[src/rtl/fakeram45_64x21_ctrl.sv]
// Initiator-side controller for the 64x21 fakeram45 macro: zero-fills the array after reset,
// then maps valid/ready requests onto single-cycle macro accesses with a read-response FIFO.
module fakeram45_64x21_ctrl #(
  parameter int BITS       = 21,
  parameter int WORD_DEPTH = 64,
  parameter int ADDR_WIDTH = 6,
  parameter int RSP_DEPTH  = 2
) (
  input  logic                  clk,
  input  logic                  rst,
  input  logic                  req_valid,
  output logic                  req_ready,
  input  logic                  req_we,
  input  logic [ADDR_WIDTH-1:0] req_addr,
  input  logic [BITS-1:0]       req_wdata,
  input  logic [BITS-1:0]       req_wmask,
  output logic                  rsp_valid,
  input  logic                  rsp_ready,
  output logic [BITS-1:0]       rsp_rdata,
  output logic                  init_done,
  output logic                  ram_ce,
  output logic                  ram_we,
  output logic [ADDR_WIDTH-1:0] ram_addr,
  output logic [BITS-1:0]       ram_wd,
  output logic [BITS-1:0]       ram_wmask,
  input  logic [BITS-1:0]       ram_rd
);

  localparam int PW = (RSP_DEPTH > 1) ? $clog2(RSP_DEPTH) : 1;
  localparam int OW = $clog2(RSP_DEPTH + 1);
  localparam int CW = OW + 1;

  localparam logic [0:0] ST_INIT = 1'b0;
  localparam logic [0:0] ST_RUN  = 1'b1;

  localparam logic [ADDR_WIDTH-1:0] LAST_ADDR = ADDR_WIDTH'(WORD_DEPTH - 1);
  localparam logic [PW-1:0]         LAST_PTR  = PW'(RSP_DEPTH - 1);

  logic [0:0]            state;
  logic [ADDR_WIDTH-1:0] fill_addr;
  logic [BITS-1:0]       fifo_mem [RSP_DEPTH];
  logic [PW-1:0]         wr_ptr;
  logic [PW-1:0]         rd_ptr;
  logic [OW-1:0]         occ;
  logic                  rd_pend;

  logic in_run;
  logic push;
  logic pop;
  logic room;
  logic accept;
  logic [CW-1:0] committed;
  logic [CW-1:0] limit;

  assign in_run    = (state == ST_RUN);
  assign init_done = in_run;
  assign rsp_valid = (occ != '0);
  assign rsp_rdata = fifo_mem[rd_ptr];
  assign pop       = rsp_valid & rsp_ready;
  assign push      = rd_pend;

  // A read may only launch if its response is guaranteed a FIFO slot, counting the
  // read already in the macro and any entry leaving this cycle.
  always_comb begin
    committed = CW'(occ) + CW'(rd_pend);
    limit     = CW'(RSP_DEPTH) + CW'(pop);
    room      = (committed < limit);
  end

  assign req_ready = in_run & (req_we | room);
  assign accept    = req_valid & req_ready;

  always_comb begin
    ram_ce    = 1'b0;
    ram_we    = 1'b0;
    ram_addr  = '0;
    ram_wd    = '0;
    ram_wmask = '0;
    if (!rst) begin
      if (!in_run) begin
        ram_ce    = 1'b1;
        ram_we    = 1'b1;
        ram_addr  = fill_addr;
        ram_wmask = '1;
      end else if (accept) begin
        ram_ce    = 1'b1;
        ram_we    = req_we;
        ram_addr  = req_addr;
        ram_wd    = req_wdata;
        ram_wmask = req_wmask;
      end
    end
  end

  always_ff @(posedge clk or posedge rst) begin
    if (rst) begin
      state     <= ST_INIT;
      fill_addr <= '0;
    end else if (state == ST_INIT) begin
      fill_addr <= fill_addr + 1'b1;
      if (fill_addr == LAST_ADDR) begin
        state <= ST_RUN;
      end
    end
  end

  // rd_pend marks the one cycle in which ram_rd carries data for an accepted read.
  always_ff @(posedge clk or posedge rst) begin
    if (rst) begin
      rd_pend <= 1'b0;
    end else begin
      rd_pend <= accept & ~req_we;
    end
  end

  always_ff @(posedge clk) begin
    if (push) begin
      fifo_mem[wr_ptr] <= ram_rd;
    end
  end

  always_ff @(posedge clk or posedge rst) begin
    if (rst) begin
      wr_ptr <= '0;
      rd_ptr <= '0;
      occ    <= '0;
    end else begin
      if (push) begin
        wr_ptr <= (wr_ptr == LAST_PTR) ? '0 : wr_ptr + 1'b1;
      end
      if (pop) begin
        rd_ptr <= (rd_ptr == LAST_PTR) ? '0 : rd_ptr + 1'b1;
      end
      case ({push, pop})
        2'b10:   occ <= occ + 1'b1;
        2'b01:   occ <= occ - 1'b1;
        default: occ <= occ;
      endcase
    end
  end

endmodule
[config.mk]
export PLATFORM = sky130hd
export DESIGN_NAME = fakeram45_64x21_ctrl
export DESIGN_NICKNAME = d
export VERILOG_FILES = /design/src/rtl/fakeram45_64x21_ctrl.sv
export SDC_FILE = /design/constraint.sdc
export NUM_CORES = 1
export LEC_CHECK = 0
export CAP_MARGIN = 20
export CORE_MARGIN = 2
export CORE_UTILIZATION = 42
export CTS_CLUSTER_DIAMETER = 60
export DETAILED_ROUTE_END_ITERATION = 10
export PLACE_DENSITY = 0.86
export REMOVE_ABC_BUFFERS = 1
export SYNTH_ARGS = -nofsm -noshare
export SYNTH_HDL_FRONTEND = slang
export SYNTH_SLANG_ARGS = --single-unit
[constraint.sdc]
create_clock -name clk -period 5.1 [get_ports clk]
set_clock_uncertainty 0.15 [all_clocks]
set_input_delay 0.51 -clock clk [delete_from_list [all_inputs] [get_ports clk]]
set_output_delay 0.51 -clock clk [all_outputs]
set_load 0.01 [all_outputs]
* Word-level counts from Yosys, hierarchy flattened *
Memory sizes are Yosys's and may differ from the RTL's.
Index checks and enable logic that the tools add are counted.

word-level totals
  word-level logic and storage cells = 48
  input bits = 74
  output and inout port bits = 74
  memories = 1
  register bits = 12
  RAM bits = 42

cells by class
  mux-type cells = 22
  bitwise gates (word level) = 6
  magnitude comparators = 1
  reduce and logical (&&, ||, !) cells = 2
  equality and inequality tests = 3
  add/subtract/negate cells = 7

memory list
  memory    depth  width  read ports  clocked after memory_dff  write ports  RTL line  source
  fifo_mem  2      21     1           0                         1            41        logic [BITS-1:0] fifo_mem [RSP_DEPTH];

operators by type and width
  cell                   number
  $mux W21               6
  $mux W6                3
  $mux W1                12
  $add A6 B1 Y6 const B  1
  $eq A6 B6 Y1 const B   1
  $and A1 B1 Y1          4
  $pmux W2 S2            1
  $reduce_bool A2 Y1     2
  $add A2 B1 Y3          1
  $add A2 B1 Y3 const A  1
  $lt A3 B3 Y1           1
  $add A1 B1 Y1 const B  2
  $add A2 B1 Y2 const B  1
  $eq A2 B1 Y1 const B   1
  $eq A2 B2 Y1 const B   1
  $sub A2 B1 Y2 const B  1
  $not A1 Y1             1
  $or A1 B1 Y1           1

* Longest topological paths before layout *
  depth after elaboration = 10
  mapped depth = 6
  mapped depth without buffers = 5

* Least setup slack after synthesis *
Ideal clock, no wire load.

  path kind = reg-to-output
  start = register occ[0]
  end = output port ram_wmask[10]
  required time = 4440 ps
  slack = 2661 ps
  path buffers = 1
  stages on the path, launching flop included = 7
  arrival time = 1779 ps
  cell sequence = dfrtp_1 ha_1 ha_1 nor2_1 a311oi_4 buf_6 o21ai_0

between the ends
  longest elaborated chain between the ends = 10
  elaborated cells between the ends (all ways) = 11
  classes of those cells = add/sub: 2; order compare: 1; mux: 3; bitwise: 4; reduce/logical: 1

RTL lines
  element                 RTL line  source
  from (decl)             44        logic [OW-1:0] occ;
  from (signal assigned)  135       2'b10: occ <= occ + 1'b1;
  from (signal assigned)  136       2'b01: occ <= occ - 1'b1;
  $reduce_bool A2 Y1      57        assign rsp_valid = (occ != '0);
  $and A1 B1 Y1           59        assign pop = rsp_valid & rsp_ready;
  $add A2 B1 Y3           66        limit = CW'(RSP_DEPTH) + CW'(pop);
  $lt A3 B3 Y1 (*)        67        room = (committed < limit);
  $or A1 B1 Y1 (*)        70        assign req_ready = in_run & (req_we | room);
  $and A1 B1 Y1 (*)       70
  $and A1 B1 Y1 (*)       71        assign accept = req_valid & req_ready;
  $mux W21 (*)            85        end else if (accept) begin
  $mux W21 (*)            80        if (!in_run) begin
  $mux W21 (*)            79        if (!rst) begin
  to (decl)               25        output logic [BITS-1:0] ram_wmask,

Mark *: on every way between the ends. The rest lies on a longest branch, timed or not.

* Worst setup path in the final report *
  start = register occ[0]
  end = output port ram_addr[5]

between the ends
  longest elaborated chain between the ends = 10
  elaborated cells between the ends (all ways) = 11
  classes of those cells = add/sub: 2; order compare: 1; mux: 3; bitwise: 4; reduce/logical: 1

RTL lines
  element             RTL line  source
  $reduce_bool A2 Y1  57
  $and A1 B1 Y1       59
  $add A2 B1 Y3       66
  $lt A3 B3 Y1 (*)    67
  $or A1 B1 Y1 (*)    70
  $and A1 B1 Y1 (*)   70
  $and A1 B1 Y1 (*)   71
  $mux W6 (*)         85
  $mux W6 (*)         80
  $mux W6 (*)         79
  to (decl)           23        output logic [ADDR_WIDTH-1:0] ram_addr,

Marked as above.

==> results.json <==
{
  "status": "completed",
  "hold_violations": 0,
  "max_freq_mhz": 254,
  "synth_top_family_by_area": "simple AND/OR/NAND/NOR gates",
  "slowest_stage": "a311oi_4",
  "root_buffer": "clkbuf_8",
  "drc": 0,
  "rows": 29,
  "cp-start-kind": "flop",
  "synth_cell_types": 36,
  "fill_cells": 463,
  "max_slew_margin_pct": 27.0,
  "die_x_um": 84.0,
  "yosys.area_share.xor_xnor_pct": 3.26,
  "period_needed_ns": 3.94,
  "multi_input_area_sq_um": 995,
  "layout_common_cells": "147 x clkdlybuf4s50_1, 42 x edfxtp_1, 25 x nand2_1",
  "syn_inst": 217,
  "fp.dieH_um": 84.0,
  "cts_sinks": 54,
  "synthSimpleGateAreaFrac_pct": 14.2,
  "drt-initial-drc-count": 81,
  "cpMostUsedCell": "ha_1",
  "clockBufferDepth": 2,
  "max_stage_delay_ns": 0.93,
  "htreeDepth": 2,
  "layout_setup_ws_ns": 1.16,
  "pin_count": 148,
  "initial_utilization_pct": 42.8,
  "ir_drop_v": 0.000237,
  "syn_area_sq_um": 2690,
  "fin_tns_setup_ns": 0,
  "yosys_warnings": 0,
  "nets": 436,
  "synth_top_flop_cell": "edfxtp_1",
  "crit_type": "reg -> out",
  "worstPathMaxFanout": 31,
  "num_vias": 2192,
  "drt-total-wl_um": 7070,
  "area_delta_synth_final_pct": 58.9,
  "overflow": 0,
  "worstPathRequired_ns": 4.44,
  "muxShareOfSynthArea_pct": 9.22,
  "setup_viol": 0,
  "placedCellCount": 428,
  "coreArea_sq_um": 6280,
  "rsz0062_at_grt": "false",
  "hold_buffers": 0,
  "async_reset_ff_share_pct": 22.2,
  "ctsResizeCount": 0,
  "post_dp_cell_area_sq_um": 4180,
  "ant_nets": 0,
  "drv_cap": 0,
  "routedWlPerCell_um": 16.2,
  "die-area_sq_um": 7060,
  "seqCellArea_sq_um": 1560,
  "worst_slew_pin_slew_ns": 1.09,
  "postCtsSetupRepairBufs": 0,
  "drive_gt1_share_pct": 10.6,
  "clkTransAtPathRegs_ns": 0.08,
  "place.port_buffers": 147,
  "antennaDiodeCount": 0,
  "grt_pass1_wl_um": 10900,
  "post-route-util_pct": 68.0,
  "dr.pass1.iters": 4,
  "track_usage_pct": 19.7,
  "p_leak_nw": 1.50,
  "path_cells": "ha_1, ha_1, nor2_1, a311oi_4, buf_4, o31ai_1, clkdlybuf4s50_1",
  "critPathCaptureType": "primary output",
  "grt_max_degree": 32,
  "power_density_nw_per_um2": 273,
  "place_ws_ns": 1.43,
  "synth_compound_area_share_pct": 8.43,
  "fin_cells": 436,
  "hold_class": "reg -> reg",
  "gp_congestion": 0.887,
  "synth_seq_cells": 54,
  "clock_latency_ns": 0.30,
  "whs_ns": 0.354,
  "cts_buffers": 5,
  "period_share_pct": 77.2,
  "post_synth.cell_area_avg_sq_um": 12.4,
  "finalPower_mw": 1.16,
  "critPathArrivalTime_ns": 3.28,
  "avgViaCountPerCell": 5.03,
  "final_common_cell": "clkdlybuf4s50_1",
  "dp_hpwl_um": 5390,
  "yosysSeqAreaShare_pct": 58.1,
  "slew_violations": 0,
  "grt_pass1_vias": 2252,
  "fin_area_sq_um": 4270,
  "cts_tree": "done",
  "synthAdderAreaFrac_pct": 1.86,
  "synth_edf_count": 42,
  "antenna_found_initial": 0
}
## worst max-delay path, delay by kind of cell (launching register included)
family                   cells  cell delay [ns]
flip-flops                   1             0.46
AND/OR/NAND/NOR              1             0.06
buffers and inverters        2             0.88
adder cells (fa/ha/maj)      2             0.52
AO/OA/AOI/OAI                2             1.04
## path summary, 6_finish.rpt
path                         from          end  slack (ns)  cells past startpoint
max in group asynchronous     rst       occ[1]        3.89                      2
max                        occ[0]  ram_addr[5]        1.16                      7
min in group asynchronous     rst       rd_ptr        0.59                      2
min reg2reg                  push       wr_ptr        0.35                      1
min                          push       wr_ptr        0.35                      1
max reg2reg                occ[0]         push        2.70                      5
## area by class of cell
type	count	area share [%]
flip-flops and latches	54	36.6
repair buffers	149	34.8
multi-input cells	136	23.3
well taps	77	2.26
clock buffers	6	1.70
inverters	12	1.05
clock inverters	2	0.322
## routing by layer
layer	routed length, um	GRT usage [%]	part of all wire [%]	up-vias
li1	-	-	-	1064
met1	2800	22.6	40	1000
met2	3500	34.6	49	118
met3	674	7.12	9.5	10
met4	95	5.13	1.3	0
met5	0	0	0	-
## power by group
part | total, mW | internal [mW] | switching (mW)
clock network | 0.231 | 0.0980 | 0.133
registers | 0.534 | 0.486 | 0.0477
logic | 0.399 | 0.251 | 0.149
total | 1.16 | 0.835 | 0.330
## cell usage after synthesis, types with 2 or more instances
library cell,n,area share (%)
buf_1,2,0.28
xor2_1,3,0.98
a21oi_1,3,0.56
edfxtp_1,42,47
buf_2,2,0.37
nor2_1,4,0.56
and2_1,2,0.47
nand2b_1,2,0.47
clkbuf_1,7,0.98
or2_2,2,0.47
xnor2_1,7,2.3
inv_1,12,1.7
a2111oi_0,3,0.98
o21ai_1,2,0.37
mux2_2,22,9.2
nand2_1,25,3.5
nor2b_1,2,0.47
o21ai_0,16,3.0
o31ai_1,5,1.4
buf_6,4,1.7
dfrtp_1,12,11
nor3b_1,21,5.9
ha_1,4,1.9
## registers in the layout (all words and copies together) (netlist names)
register	count
fifo_mem	42
fill_addr	6
init_done	1
occ	2
push	1
rd_ptr	1
wr_ptr	1
## logic make-up (layout without fill, tap and decap cells)
logic type / after synthesis / in the layout
AO/OA/AOI/OAI: 33 / 33
XOR/XNOR: 10 / 10
adder cells (fa/ha/maj): 4 / 4
buffers and inverters: 27 / 169
flip-flops: 54 / 54
multiplexers: 22 / 22
AND/OR/NAND/NOR: 67 / 67
No activity file was read; power rests on OpenSTA's default activity.
